**src/rtl/cmp_search_fsm.sv**
```systemverilog
// cmp_search_fsm: binary-search initiator for a magnitude comparator.
//
// The block owns the comparator's B operand (outGuess) and reads back the
// one-hot result {inGT, inEQ, inLT} of comparing a hidden A against it. Each
// PROBE cycle narrows the window [lo, hi] until the comparator reports
// equality (DONE) or the responses become impossible or malformed (ERR).
//
// Ports:
//   clk       system clock, rising edge active
//   reset     asynchronous, active-high reset
//   inStart   one-cycle search request, honoured only in IDLE, DONE or ERR
//   outGuess  registered probe value, wired to the comparator B operand
//   inGT      comparator result A >  outGuess
//   inEQ      comparator result A == outGuess
//   inLT      comparator result A <  outGuess
//   outBusy   high while probing
//   outDone   high while a found value is presented
//   outError  high after a malformed or contradictory comparator response
//   outValue  found value, valid while outDone is high
//   outCount  number of probes issued in the current or last search
module cmp_search_fsm #(
  parameter int WIDTH = 4
) (
  input  logic             clk,
  input  logic             reset,
  input  logic             inStart,
  output logic [WIDTH-1:0] outGuess,
  input  logic             inGT,
  input  logic             inEQ,
  input  logic             inLT,
  output logic             outBusy,
  output logic             outDone,
  output logic             outError,
  output logic [WIDTH-1:0] outValue,
  output logic [WIDTH-1:0] outCount
);

  typedef enum logic [1:0] {
    IDLE  = 2'd0,
    PROBE = 2'd1,
    DONE  = 2'd2,
    ERR   = 2'd3
  } state_t;

  localparam logic [WIDTH-1:0] ZERO_V = {WIDTH{1'b0}};
  localparam logic [WIDTH-1:0] ONE_V  = {{(WIDTH-1){1'b0}}, 1'b1};
  localparam logic [WIDTH-1:0] MAX_V  = {WIDTH{1'b1}};
  // The first probe is the midpoint of the full range.
  localparam logic [WIDTH-1:0] MID_V  = {1'b0, {(WIDTH-1){1'b1}}};

  state_t           state_r, state_s;
  logic [WIDTH-1:0] lo_r, lo_s;
  logic [WIDTH-1:0] hi_r, hi_s;
  logic [WIDTH-1:0] guess_r, guess_s;
  logic [WIDTH-1:0] value_r, value_s;
  logic [WIDTH-1:0] count_r, count_s;
  logic             busy_r, busy_s;
  logic             done_r, done_s;
  logic             error_r, error_s;
  logic [2:0]       cmp_s;

  assign cmp_s = {inGT, inEQ, inLT};

  // State and datapath registers, cleared asynchronously by reset.
  always_ff @(posedge clk or posedge reset) begin
    if (reset) begin
      state_r <= IDLE;
      lo_r    <= ZERO_V;
      hi_r    <= ZERO_V;
      guess_r <= ZERO_V;
      value_r <= ZERO_V;
      count_r <= ZERO_V;
      busy_r  <= 1'b0;
      done_r  <= 1'b0;
      error_r <= 1'b0;
    end else begin
      state_r <= state_s;
      lo_r    <= lo_s;
      hi_r    <= hi_s;
      guess_r <= guess_s;
      value_r <= value_s;
      count_r <= count_s;
      busy_r  <= busy_s;
      done_r  <= done_s;
      error_r <= error_s;
    end
  end

  // Next-state and next-output logic; everything holds unless changed below.
  always_comb begin
    state_s = state_r;
    lo_s    = lo_r;
    hi_s    = hi_r;
    guess_s = guess_r;
    value_s = value_r;
    count_s = count_r;
    busy_s  = busy_r;
    done_s  = done_r;
    error_s = error_r;

    case (state_r)
      IDLE, DONE, ERR: begin
        if (inStart) begin
          state_s = PROBE;
          lo_s    = ZERO_V;
          hi_s    = MAX_V;
          guess_s = MID_V;
          count_s = ONE_V;
          value_s = ZERO_V;
          busy_s  = 1'b1;
          done_s  = 1'b0;
          error_s = 1'b0;
        end else begin
          state_s = state_r;
        end
      end

      PROBE: begin
        case (cmp_s)
          3'b010: begin
            value_s = guess_r;
            state_s = DONE;
            busy_s  = 1'b0;
            done_s  = 1'b1;
          end
          3'b100: begin
            // A above the current upper bound cannot exist.
            if (guess_r == hi_r) begin
              state_s = ERR;
              busy_s  = 1'b0;
              error_s = 1'b1;
            end else begin
              lo_s    = guess_r + ONE_V;
              guess_s = lo_s + ((hi_r - lo_s) >> 1);
              count_s = count_r + ONE_V;
            end
          end
          3'b001: begin
            // A below the current lower bound cannot exist.
            if (guess_r == lo_r) begin
              state_s = ERR;
              busy_s  = 1'b0;
              error_s = 1'b1;
            end else begin
              hi_s    = guess_r - ONE_V;
              guess_s = lo_r + ((hi_s - lo_r) >> 1);
              count_s = count_r + ONE_V;
            end
          end
          default: begin
            // No bit or several bits set: the comparator is not trustworthy.
            state_s = ERR;
            busy_s  = 1'b0;
            error_s = 1'b1;
          end
        endcase
      end

      default: begin
        state_s = IDLE;
        busy_s  = 1'b0;
        done_s  = 1'b0;
        error_s = 1'b0;
      end
    endcase
  end

  assign outGuess = guess_r;
  assign outValue = value_r;
  assign outCount = count_r;
  assign outBusy  = busy_r;
  assign outDone  = done_r;
  assign outError = error_r;

endmodule

```
**config.mk**
```make
export PLATFORM = sky130hd
export DESIGN_NAME = cmp_search_fsm
export DESIGN_NICKNAME = d
export VERILOG_FILES = /design/src/rtl/cmp_search_fsm.sv
export SDC_FILE = /design/constraint.sdc
export NUM_CORES = 1
export LEC_CHECK = 0
export ABC_AREA = 0
export ABC_CLOCK_PERIOD_IN_PS = 4600
export BUFFER_PORTS_ARGS = -buffer_cell sky130_fd_sc_hd__buf_2
export CAP_MARGIN = 20
export CORE_AREA = 5 5 63 65
export DETAILED_ROUTE_END_ITERATION = 8
export DIE_AREA = 0 0 68 70
export PLACE_DENSITY = 0.71
export SYNTH_ARGS = -nofsm -noshare
export SYNTH_HDL_FRONTEND = slang
export SYNTH_SLANG_ARGS = --single-unit
```
**constraint.sdc**
```tcl
create_clock -name clk -period 4.6 [get_ports clk]
set_input_delay 0.23 -clock clk [delete_from_list [all_inputs] [get_ports clk]]
set_output_delay 0.23 -clock clk [all_outputs]
set_load 0.02 [all_outputs]
```
==> out/summary.txt, run 1 <==
CTS tree -> built
RSZ-0062 raised after global routing -> no
Power Density -> 603 mW/mm^2
Final setup viols -> 0
Worst Setup Start Kind -> flop
Vias per cell -> 5.53
Static Leak -> 0.911 nW
Post-Synth Adder-Cell Area -> 15.1%
Tot GR Track Use -> 18.2%
Port bufs -> 20
Largest net degree at the start of global routing -> 26
Pre-antenna DRT Iters -> 4
CTS Hold Buffers Added -> 0
First-pass GRT wire length -> 6.70 mm
Width of the die -> 68 um
Die Ht -> 70 um
Most frequent cells in the layout -> 25 x dfrtp_1, 21 x nand2_1, 20 x buf_2, 16 x inv_1, 15 x ha_1
Layout cells sized above 1 -> 15.7%
Post-route ant nets -> 0
CORE AREA -> 0.00328 sq mm
Final setup margin -> 1540 ps
Initial DRC Count -> 81
Fmax -> 0.327 GHz
Total gr overflow -> 0
Setup TNS -> 0 ps
Syn nets -> 204
Post-Synth XOR/XNOR Area -> 9.87%
Io pins -> 21
Fin. Hold Viols -> 0
Finished Layout Cells -> 243
Post-synthesis cell type count -> 40
H-tree depth -> 1
Outcome -> finished, final reports clean
Crit Path Class -> reg -> reg
Final worst path period share -> 66.4%
CTS root buffer -> clkbuf_4
Worst Path Arrival -> 3310 ps
Worst setup EP type -> flop
Peak supply drop -> 0.000259 V
Diode count -> 0
Max-slew headroom -> 39.2%
Syn_area_per_cell -> 9.91 sq um
P_sw -> 0.560 mW
Slew Limit Fails -> 0
Comb power frac -> 61.3%
Worst slew pin tran -> 899 ps
Register Area -> 626 sq um
Min cycle time layout -> 3060 ps
Switch share -> 47.8%
Clock slew at reported path FFs -> 140 ps
Post-route cell area -> 0.00195 sq mm
Multiplexer share of the synthesized area -> 3.46%
Post-DP Area -> 0.00188 sq mm
PostCTS Resize Cnt -> 0
Synthesis-to-layout area growth -> 9.66%
Seq/Total Area, Yosys -> 35.3%
Post CTS Setup Buffer Count -> 0
Sequential Power Share -> 30.1%
HP Class -> in -> reg
Clock Skew -> 1.97 ps
Crit path max fanout -> 9
Compound-Gate Fraction of Synth Area -> 12.7%
Clk sinks -> 25
Total Wirelength -> 3.78 mm
Per-cell routed wire length -> 15.6 um
Hold Crit Start -> inStart
Cells after Synth -> 179
Final HPWL from detailed placement -> 2.94 mm
FF-to-FF setup slack -> 1540 ps
Synth Area in Simple Gates -> 17.3%
Hold path endpoint -> outCount[3]
Post-Syn Area -> 0.00177 sq mm
Reg-to-reg startpoint -> outGuess[0]
Main combinational cell family by area after synthesis -> simple AND/OR/NAND/NOR gates
CTS Buf Count -> 3
Clock share of power -> 8.6%
Pwr Total -> 1.17 mW
Footprint of the multi-input gates -> 0.00104 sq mm
Cell depth of the worst hold path -> 3
Vias in the first global route -> 1458
DRC Markers -> 0
Pre-CTS setup slack -> 1630 ps
Initial antenna violation count -> 0
Synth Warn # -> 0
# placed instances -> 237
Pint -> 0.613 mW
Reg2reg end -> outGuess[3]
Starting Density -> 54.0%
Number of cell rows -> 21
MaxCap Viol Count -> 0
Worst-skew pair later-pin latency -> 320 ps
Via count -> 1344
Yosys reg bits -> 25
Die area -> 0.00476 sq mm
Routability Congestion -> 0.911
Commonest non-fill, non-tap cell in the layout -> dfrtp_1
Clock tree buffer depth -> 2
Layout Nets -> 223
Data required, critical path -> 4850 ps
Worst reg-to-reg path cell count -> 12
Filler cells -> 289
registers in the layout (all words and copies together), names as in the netlist:
name      count
hi_r          4
lo_r          4
outBusy       1
outCount      4
outDone       1
outError      1
outGuess      4
outValue      4
state_r       2
Yosys cell counts, drive strengths merged:
master | count | area share, %
a21o | 4 | 1.7
a21oi | 8 | 2.3
a31oi | 2 | 0.71
a41oi | 1 | 0.49
and4b | 1 | 0.56
buf | 5 | 2.3
clkbuf | 3 | 0.63
dfrtp | 25 | 35
fa | 4 | 4.5
ha | 15 | 11
inv | 16 | 3.4
mux2 | 1 | 0.63
mux2i | 5 | 2.8
nand2 | 21 | 4.4
nand2b | 1 | 0.35
nand3 | 5 | 1.4
nand3b | 2 | 0.85
nor2 | 6 | 1.4
nor2b | 1 | 0.35
nor3 | 9 | 2.8
nor3b | 1 | 0.42
nor4 | 2 | 2.4
nor4b | 1 | 0.49
o21ai | 7 | 2.0
o21ba | 1 | 0.56
o22a | 2 | 0.99
o22ai | 2 | 0.71
o2bb2ai | 1 | 0.49
o31ai | 3 | 1.3
o32ai | 1 | 1.6
or3b | 1 | 0.49
or4b | 2 | 1.3
xnor2 | 9 | 4.4
xor2 | 11 | 5.4
critical path, stage by stage (launching register included):
cell and delay, ps:
dfrtp_1 540, inv_1 160, ha_1 450, inv_1 140, ha_1 290, a21o_1 160
a21oi_1 190, xnor2_1 120, ha_1 340, a21oi_1 210, xor2_1 180, nor2_1 60
o22ai_1 150
routing by layer:
metal / wire, um / up-vias / global-route usage, % / part of all wire [%]
met5: 0 / - / 0 / 0
met4: 48 / 0 / 6.18 / 1.3
met3: 125 / 4 / 2.56 / 3.3
met2: 1900 / 24 / 29.3 / 50
met1: 1710 / 662 / 24.5 / 45
li1: - / 654 / - / -
final cells by class:
type / count / area share, %
clock inverter: 1 / 0.257
multi-input combinational: 130 / 53.3
tap: 46 / 2.96
clock buffer: 3 / 1.16
timing repair buffer: 22 / 7.07
inverter: 16 / 3.09
sequential: 25 / 32.2
metrics by stage:
step	util, %	hold WS [ps]
2_1_floorplan	-	257
3_3_place_gp	57.3	454
3_5_place_dp	57.3	470
4_1_cts	58.1	137
5_1_grt	59.2	247
6_report	59.2	225
worst max-delay path by stage:
| stage | startpoint | to | slack (ps) | depth (start not counted) |
|---|---|---|---|---|
| floorplan | outGuess[1] | outGuess[3] | 1830 | 13 |
| global placement | outGuess[0] | outGuess[3] | 1670 | 12 |
| detailed placement | outGuess[0] | outGuess[3] | 1630 | 12 |
| CTS | outGuess[0] | outGuess[3] | 1580 | 12 |
| global route | outGuess[0] | outGuess[3] | 1330 | 12 |
| finish | outGuess[0] | outGuess[3] | 1540 | 12 |
power groups by stage:
stage	clock network [mW]	logic, mW	registers [mW]
6_report	0.100	0.719	0.354
5_1_grt	0.118	0.805	0.364
4_1_cts	0.104	0.723	0.353
3_5_place_dp	0	0.718	0.358
3_3_place_gp	0	0.689	0.353
2_1_floorplan	0	0.525	0.382
cell families after synthesis:
| group | after synthesis |
|---|---|
| AOI/OAI and AO/OA | 32 |
| DFF | 25 |
| xor gates and xnor gates | 20 |
| adders and majority gates | 19 |
| buffers and inverters | 24 |
| and+or+nand+nor | 53 |
| muxes | 6 |
(Power assumes the default switching activity.)
==> run 2: changes to the inputs <==
--- a/config.mk
+++ b/config.mk
@@ -6,7 +6,7 @@
 export NUM_CORES = 1
 export LEC_CHECK = 0
 export ABC_AREA = 0
-export ABC_CLOCK_PERIOD_IN_PS = 4600
+export ABC_CLOCK_PERIOD_IN_PS = 2900
 export BUFFER_PORTS_ARGS = -buffer_cell sky130_fd_sc_hd__buf_2
 export CAP_MARGIN = 20
 export CORE_AREA = 5 5 63 65
==> constraint.sdc (replaced) <==
create_clock -name clk -period 2.9 [get_ports clk]
set_input_delay 0.145 -clock clk [delete_from_list [all_inputs] [get_ports clk]]
set_output_delay 0.145 -clock clk [all_outputs]
set_load 0.02 [all_outputs]
==> run 2 against run 1 <==
Clock skew grew 12 ps. First-iteration DRC count shrank 21%. Total power is 61% higher. Sequential cell count unchanged. Sequential share of layout area decreased by 0.45 points. Setup slack got worse by 1300 ps. Design area grew 1.4%. Cell count up 1.2%. Register-to-register slack got worse by 1300 ps. Critical path type unchanged.
==> out/summary.txt, run 2 (synthesized netlist as in run 1, its figures left out) <==
Outcome -> finished, final reports clean (unchanged)
Worst slew pin tran -> 893 ps (was 899 ps)
Grt met2 use -> 31.9% (was 29.3%)
Clock Skew -> 14.2 ps (was 1.97 ps)
Final core occ -> 60.1% (was 59.2%)
Pwr Total -> 1.89 mW (was 1.17 mW)
Vias per cell -> 5.55 (was 5.53)
Post CTS Setup Buffer Count -> 0 (unchanged)
Total Wirelength -> 3.99 mm (was 3.78 mm)
Pre-antenna DRT Iters -> 4 (unchanged)
Number of cell rows -> 21 (unchanged)
Total gr overflow -> 0 (unchanged)
Die Ht -> 70 um (unchanged)
H-tree depth -> 1 (unchanged)
Io pins -> 21 (unchanged)
Filler cells -> 296 (was 289)
Worst hold slack -> 128 ps (was 225 ps)
First-pass GRT wire length -> 7.05 mm (was 6.70 mm)
Max-slew headroom -> 39.6% (was 39.2%)
Vias in the first global route -> 1552 (was 1458)
Layout cells sized above 1 -> 17.5% (was 15.7%)
CORE AREA -> 0.00328 sq mm (unchanged)
Most frequent cells in the layout -> 25 x dfrtp_1, 21 x nand2_1, 20 x buf_2, 16 x inv_1, 14 x ha_1 (was 25 x dfrtp_1, 21 x nand2_1, 20 x buf_2, 16 x inv_1, 15 x ha_1)
Min cycle time layout -> 2700 ps (was 3060 ps)
Routability Congestion -> 0.922 (was 0.911)
Initial antenna violation count -> 0 (unchanged)
Met1 track demand over resource -> 25.0% (was 24.5%)
Synthesis-to-layout area growth -> 11.2% (was 9.66%)
GRT busiest layer -> met2 (unchanged)
Fin. Hold Viols -> 0 (unchanged)
Layout Nets -> 226 (was 223)
Per-cell routed wire length -> 16.2 um (was 15.6 um)
Port bufs -> 20 (unchanged)
Width of the die -> 68 um (unchanged)
Commonest non-fill, non-tap cell in the layout -> dfrtp_1 (unchanged)
Slew Limit Fails -> 0 (unchanged)
Peak supply drop -> 0.000480 V (was 0.000259 V)
HP Class -> in -> reg (unchanged)
DRC Markers -> 0 (unchanged)
CTS tree -> built (unchanged)
Via count -> 1365 (was 1344)
CTS Buf Count -> 3 (unchanged)
Final HPWL from detailed placement -> 3.02 mm (was 2.94 mm)
Die area -> 0.00476 sq mm (unchanged)
CTS root buffer -> clkbuf_4 (unchanged)
Final setup viols -> 0 (unchanged)
Power Density -> 957 mW/mm^2 (was 603 mW/mm^2)
Final worst path period share -> 93.1% (was 66.4%)
RSZ-0062 raised after global routing -> no (unchanged)
Starting Density -> 54.0% (unchanged)
Static Leak -> 0.917 nW (was 0.911 nW)
Clock tree buffer depth -> 2 (unchanged)
Register Area -> 626 sq um (unchanged)
Clk sinks -> 25 (unchanged)
Setup TNS -> 0 ps (unchanged)
Clock slew at reported path FFs -> 140 ps (about the same)
Tot GR Track Use -> 19.3% (was 18.2%)
Largest net degree at the start of global routing -> 26 (unchanged)
Post-route ant nets -> 0 (unchanged)
Crit path max fanout -> 8 (was 9)
Crit Path Class -> reg -> reg (unchanged)
Diode count -> 0 (unchanged)
Finished Layout Cells -> 246 (was 243)
Footprint of the multi-input gates -> 0.00104 sq mm (about the same)
Met3 Resource Use GR -> 2.56% (unchanged)
Initial DRC Count -> 64 (was 81)
Fmax -> 0.370 GHz (was 0.327 GHz)
Worst Path Arrival -> 2900 ps (was 3310 ps)
MaxCap Viol Count -> 0 (unchanged)
Worst setup EP type -> flop (unchanged)
Worst-skew pair later-pin latency -> 350 ps (was 320 ps)
Data required, critical path -> 3100 ps (was 4850 ps)
# placed instances -> 240 (was 237)
Worst Setup Start Kind -> flop (unchanged)
==> run 2: cell count changes in the layout (fill, tap and decap cells not counted) <==
cell,change
ha_2,+1
clkinv_2,-1
ha_1,-1
clkinvlp_4,+1
buf_4,+3
==> run 2: layer usage <==
| layer | wire length (um) | up-vias |
|---|---|---|
| li1 | - | 655 |
| met1 | 1720 | 654 |
| met2 | 2020 | 43 |
| met3 | 169 | 13 |
| met4 | 83 | 0 |
| met5 | 0 | - |
==> run 2: worst max-delay path, cell delays in order (launching register included) <==
cell	delay, ps
dfrtp_1	410
buf_4	170
ha_1	200
xnor2_1	260
ha_1	320
xnor2_1	240
inv_1	90
fa_1	440
xnor2_1	140
o21ai_0	170
a31oi_1	110
==> run 2: repair_timing <==
action | CTS | global route
hold buffers | 0 | 1
endpoints found under the hold margin | 0 | 25
endpoints found under the setup margin | 0 | 1
gates resized for setup | 0 | 1
==> run 2: metrics by stage <==
| stage | area (sq um) | setup slack [ps] |
|---|---|---|
| floorplan | 1770 | 129 |
| global placement | 1900 | 246 |
| detailed placement | 1900 | 220 |
| CTS | 1930 | 186 |
| global route | 1970 | 11.3 |
| finish | 1970 | 201 |
==> run 2: path summary, 6_finish.rpt <==
path | startpoint | to | slack (ps) | cells after the start
worst max-delay path | outGuess[0] | outGuess[2] | 200 | 10
worst min-delay path | inStart | outCount[3] | 130 | 3
worst max register to register | outGuess[0] | outGuess[2] | 200 | 10
worst min register to register | outDone | outDone | 490 | 2
max in group asynchronous | reset | outCount[3] | 2310 | 4
min in group asynchronous | reset | hi_r[3] | 220 | 3
==> run 2: where the power goes <==
group          internal [mW]  switching (mW)
sequential             0.447           0.107
combinational          0.490           0.671
clock                 0.0531           0.120
total                  0.990           0.898
==> run 2: final cells by class <==
class,instances,area share (%)
well taps,46,2.92
clock inverters,1,0.380
clock buffers,3,1.14
flip-flops and latches,25,31.7
multi-input cells,130,52.7
repair buffers,25,8.12
inverters,16,3.04
